**src/rtl/seg7_pkg.sv**
```systemverilog
// Shared constants for the seg7_scan display block: digit count, IO half-word
// addresses and the active-low segment patterns {dp,g,f,e,d,c,b,a}.
package seg7_pkg;

  localparam int unsigned NDIG = 8;

  localparam logic [1:0] SEG_ADDR_LO = 2'b00;
  localparam logic [1:0] SEG_ADDR_HI = 2'b10;

  localparam logic [7:0] SEG_BLANK = 8'hFF;

  // Index n holds the pattern for hex digit n; dp (bit 7) is always off.
  localparam logic [15:0][7:0] SEG_PAT = {
    8'h8E, 8'h86, 8'hA1, 8'hC6, 8'h83, 8'h88, 8'h90, 8'h80,
    8'hF8, 8'h82, 8'h92, 8'h99, 8'hB0, 8'hA4, 8'hF9, 8'hC0
  };

endpackage

```
**src/rtl/hex_to_seg7.sv**
```systemverilog
// Combinational hex-nibble to active-low 7-segment decoder.
module hex_to_seg7
  import seg7_pkg::*;
(
  input  logic [3:0] hex,
  output logic [7:0] seg
);

  assign seg = SEG_PAT[hex];

endmodule

```
**src/rtl/seg7_scan.sv**
```systemverilog
// Memory-mapped 8-digit multiplexed 7-segment display driver.
// Define SEG7_BLANK_LEADING_ZERO_EN to blank digits above the top nonzero nibble.
module seg7_scan
  import seg7_pkg::*;
#(
  parameter int unsigned SCAN_DIV = 100000,
  parameter int unsigned NDIG     = seg7_pkg::NDIG
) (
  input  logic                  clk,
  input  logic                  rst,
  input  logic                  segwrite,
  input  logic                  segcs,
  input  logic [1:0]            segaddr,
  input  logic [15:0]           segwdata,
  output logic [NDIG-1:0]       seg_en,
  output logic [7:0]            seg_out,
  output logic [4*NDIG-1:0]     segvalue
);

  localparam int unsigned PW = (SCAN_DIV > 1) ? $clog2(SCAN_DIV) : 1;
  localparam int unsigned IW = $clog2(NDIG);
  localparam logic [PW-1:0] PRESC_MAX = PW'(SCAN_DIV - 1);

  logic [4*NDIG-1:0] word_q;
  logic [PW-1:0]     presc_q;
  logic [IW-1:0]     idx_q;
  logic [3:0]        nibble;
  logic [7:0]        dec_seg;
  logic [7:0]        digit_seg;

  assign segvalue = word_q;
  assign nibble   = word_q[{idx_q, 2'b00} +: 4];

  hex_to_seg7 u_dec (
    .hex (nibble),
    .seg (dec_seg)
  );

`ifdef SEG7_BLANK_LEADING_ZERO_EN
  logic [IW-1:0] msd;

  // Highest nonzero nibble; digit 0 is never blanked so a zero word shows "0".
  always_comb begin
    msd = '0;
    for (int i = 1; i < int'(NDIG); i++) begin
      if (word_q[4*i +: 4] != 4'h0) msd = IW'(i);
    end
  end

  assign digit_seg = (idx_q > msd) ? SEG_BLANK : dec_seg;
`else
  assign digit_seg = dec_seg;
`endif

  // Writes only touch word_q, so the scan timing is never disturbed.
  always_ff @(posedge clk) begin
    if (rst) begin
      word_q <= '0;
    end else if (segcs && segwrite) begin
      case (segaddr)
        SEG_ADDR_LO: word_q[15:0]  <= segwdata;
        SEG_ADDR_HI: word_q[31:16] <= segwdata;
        default: ;
      endcase
    end
  end

  always_ff @(posedge clk) begin
    if (rst) begin
      presc_q <= '0;
      idx_q   <= '0;
    end else if (presc_q == PRESC_MAX) begin
      presc_q <= '0;
      idx_q   <= idx_q + IW'(1);
    end else begin
      presc_q <= presc_q + PW'(1);
    end
  end

  always_ff @(posedge clk) begin
    if (rst) begin
      seg_en  <= '1;
      seg_out <= SEG_BLANK;
    end else begin
      seg_en  <= ~(NDIG'(1) << idx_q);
      seg_out <= digit_seg;
    end
  end

endmodule
```
**config.mk**
```make
export PLATFORM = sky130hd
export DESIGN_NAME = seg7_scan
export DESIGN_NICKNAME = d
export VERILOG_FILES = /design/src/rtl/seg7_pkg.sv /design/src/rtl/hex_to_seg7.sv /design/src/rtl/seg7_scan.sv
export SDC_FILE = /design/constraint.sdc
export NUM_CORES = 1
export LEC_CHECK = 0
export CAP_MARGIN = 25
export CELL_PAD_IN_SITES_DETAIL_PLACEMENT = 1
export CELL_PAD_IN_SITES_GLOBAL_PLACEMENT = 1
export CORE_ASPECT_RATIO = 0.6
export CORE_UTILIZATION = 37
export CTS_CLUSTER_SIZE = 14
export DETAILED_ROUTE_END_ITERATION = 16
export GPL_TIMING_DRIVEN = 0
export PLACE_DENSITY_LB_ADDON = 0.1
export SYNTH_ARGS = -nofsm -noshare
export SYNTH_HDL_FRONTEND = slang
export SYNTH_HIERARCHICAL = 1
export SYNTH_SLANG_ARGS = --single-unit
```
**constraint.sdc**
```tcl
create_clock -name clk -period 3.76 [get_ports clk]
set_clock_uncertainty 0.2 [all_clocks]
set_input_delay 0.94 -clock clk [delete_from_list [all_inputs] [get_ports clk]]
set_output_delay 0.94 -clock clk [all_outputs]
set_load 0.005 [all_outputs]
```
==> results.py <==
metrics = {
    "floorplan": {
        "start_util_pct": 38.4,
        "ios": 70,
        "dieWidth_um": 119,
        "die_y_um": 72.2,
        "die_area_um2": 8600,
        "placementRows": 25,
        "coreArea_um2": 7910,
    },
    "cts": {
        "clock-root-buffer": "clkbuf_16",
        "holdBufCountCts": 0,
        "clock_sink_count": 68,
        "h-tree-depth": 3,
        "numCtsBuffers": 9,
        "cts_setup_buffers": 0,
        "tritoncts": "built",
        "cts.clk_slew.worst_paths_ns": 0.05,
        "clk_latency_ns": 0.33,
        "clockBufferDepth": 2,
        "ctsResizeCount": 0,
    },
    "critical_path": {
        "slowest_stage": "mux4_2",
        "worstSetupStartpointType": "flip-flop",
        "worstPathRequired_ns": 3.83,
        "path_cells": "buf_2 -> mux4_2 -> nand2_1 -> nand2_1 -> inv_1 -> ha_1 -> and2b_2 -> or3b_1 -> o21ai_0 -> or2_2",
        "slowest_delay_ns": 0.58,
        "cp_data_arrival_time_ns": 3.11,
        "path_common_cell": "nand2_1",
        "crit_type": "reg -> reg",
        "cp-end-kind": "flip-flop",
        "worst-path-max-fanout": 10,
    },
    "final_layout": {
        "antenna-diode-count": 0,
        "area_growth_pct": 35.0,
        "drive_gt1_share_pct": 9.67,
        "finalNetCount": 458,
        "fillCellCount": 943,
    },
    "sta": {
        "setup_violations": 0,
        "slew_headroom_pct": 41.1,
        "hold_viol": 0,
        "worst_slew_pin_slew_ns": 0.877,
        "fin_hold_ws_ns": 0.249,
        "period_needed_ns": 3.04,
        "fmax_ghz": 0.328,
        "slew_violations": 0,
        "fin_crit_sh_pct": 81.0,
        "fin_tns_setup_ns": 0,
        "rsz0062_at_grt": "no",
    },
    "placed_design": {
        "place.port_buffers": 69,
        "gp_congestion": 0.855,
        "dp_hpwl_um": 6330,
    },
    "grt": {
        "grt_pass1_wl_um": 14100,
        "grt_use_total_pct": 21.7,
        "antenna_found_initial": 0,
        "grt_max_degree": 11,
        "grt_pass1_vias": 2680,
        "overflow": 0,
    },
    "outcome": {
        "run_status": "completed",
    },
    "route": {
        "drt-total-wl_um": 8460,
        "vias": 2611,
        "firstDrtPassIters": 4,
        "post_drt_wl_per_cell_um": 15.9,
        "drtAntennaViolNets": 0,
        "drcViolationCount": 0,
        "via_per_inst": 4.91,
        "dr.first_iter.drc_count": 111,
    },
    "synthesis": {
        "synth_top_cell_area_share_pct": 44.8,
        "syn_area_um2": 3040,
        "syn_area_per_cell_um2": 8.89,
        "yosysSeqAreaShare_pct": 44.8,
        "yosysWarnings": 6,
        "synth_nets": 378,
        "synth_flop_cell": "dfxtp_1",
        "synth_edf_count": 0,
        "yosysMostFrequentCell": "nand2_1",
        "synth_cell_types": 38,
        "synthArstFlopShare_pct": 0,
        "synth_commonest_cells": "nand2_1 (87), dfxtp_1 (68), a21oi_1 (33)",
        "ys_ff_latch": 68,
        "syn_inst": 342,
        "synth_area_leaders": "dfxtp_1 (45%), nand2_1 (11%), mux4_2 (5.9%)",
        "synth_top_cell_by_area": "dfxtp_1",
    },
    "worst_hold_path": {
        "hold_path_class": "reg -> reg",
    },
    "pwr": {
        "peakVddDrop_v": 0.000215,
        "leakage_nw": 1.46,
        "power_density_nw_per_um2": 383,
    },
    "run": {
        "maxCapViolCount": 0,
    },
}
[logic make-up after synthesis]
group,count (synthesis),synth area share [%]
AOI/OAI and AO/OA,41,7.73
xor gates and xnor gates,15,4.32
and+or+nand+nor,161,24.1
other,1,0.123
buffers and inverters,26,4.03
muxes,16,9.17
adders and majority gates,14,5.76
DFF,68,44.8
[flip-flops by register name (all words and copies together), names as in the netlist]
| register | cells |
|---|---|
| segvalue | 32 |
| presc_q | 17 |
| idx_q | 3 |
| seg_out | 8 |
| seg_en | 8 |
[layout by cell type (no fill, tap or decap), drive strengths merged, types with 2 or more instances in the layout]
master / count
nand2: 87
clkdlybuf4s50: 69
dfxtp: 68
a21oi: 33
nor2: 29
clkbuf: 22
ha: 14
xnor2: 12
inv: 9
mux4: 9
or2: 8
buf: 8
nand3: 7
nand4: 6
nor3: 5
nor4: 5
mux2i: 5
nand2b: 4
and3: 3
xor2: 3
o21ai: 3
mux2: 2
a22o: 2
[stage by stage]
stage / area, um2 / utilization (%) / worst slack, ns / power, mW / cells
3_5_place_dp: 3870 / 48.9 / 0.670 / 0.878 / 519
4_1_cts: 4110 / 51.9 / 0.694 / 1.59 / 532
6_report: 4110 / 51.9 / 0.715 / 1.57 / 532
3_3_place_gp: 3870 / 48.9 / 0.720 / 0.875 / 519
2_1_floorplan: 3040 / - / 1.11 / 0.808 / 342
5_1_grt: 4110 / 51.9 / 0.519 / 1.63 / 532
[path summary, 6_finish.rpt]
| check | startpoint | endpoint | slack (ns) | cells after the start |
|---|---|---|---|---|
| setup / recovery | idx_q[0] | seg_out[0] | 0.72 | 10 |
| hold / removal | presc_q[0] | presc_q[0] | 0.25 | 1 |
| setup reg to reg | idx_q[0] | seg_out[0] | 0.72 | 10 |
| hold reg to reg | presc_q[0] | presc_q[0] | 0.25 | 1 |
[layer usage]
metal	GRT usage, %	share of wire [%]	up-vias
met5	0	0	-
met3	4.87	4.0	6
li1	-	-	1304
met4	6.61	0.72	0
met2	32.5	43	49
met1	31.0	52	1252
[report_power, final]
part / leakage [nW] / internal (mW) / switching, mW / total (mW)
Clock: 0.116 / 0.435 / 0.273 / 0.708
Sequential: 0.553 / 0.738 / 0.00992 / 0.748
Combinational: 0.792 / 0.0641 / 0.0516 / 0.116
Total: 1.46 / 1.24 / 0.335 / 1.57
[worst max-delay path: cells and delay by family, from the launching register on]
family	cells	cell delay, ns
and+or+nand+nor	5	0.98
DFF	1	0.35
AOI/OAI and AO/OA	1	0.10
adders and majority gates	1	0.23
muxes	1	0.58
buffers and inverters	2	0.55
[final cells by class]
| type | count | area (um2) | share of cell area [%] |
|---|---|---|---|
| buffer | 17 | 88.8 | 2.16 |
| clock buffer | 13 | 240 | 5.85 |
| inverter | 9 | 33.8 | 0.822 |
| sequential | 68 | 1360 | 33.1 |
| timing repair buffer | 69 | 691 | 16.8 |
| multi-input combinational | 248 | 1560 | 37.9 |
| tap | 108 | 135 | 3.29 |
No activity file was read; power rests on OpenSTA's default activity.
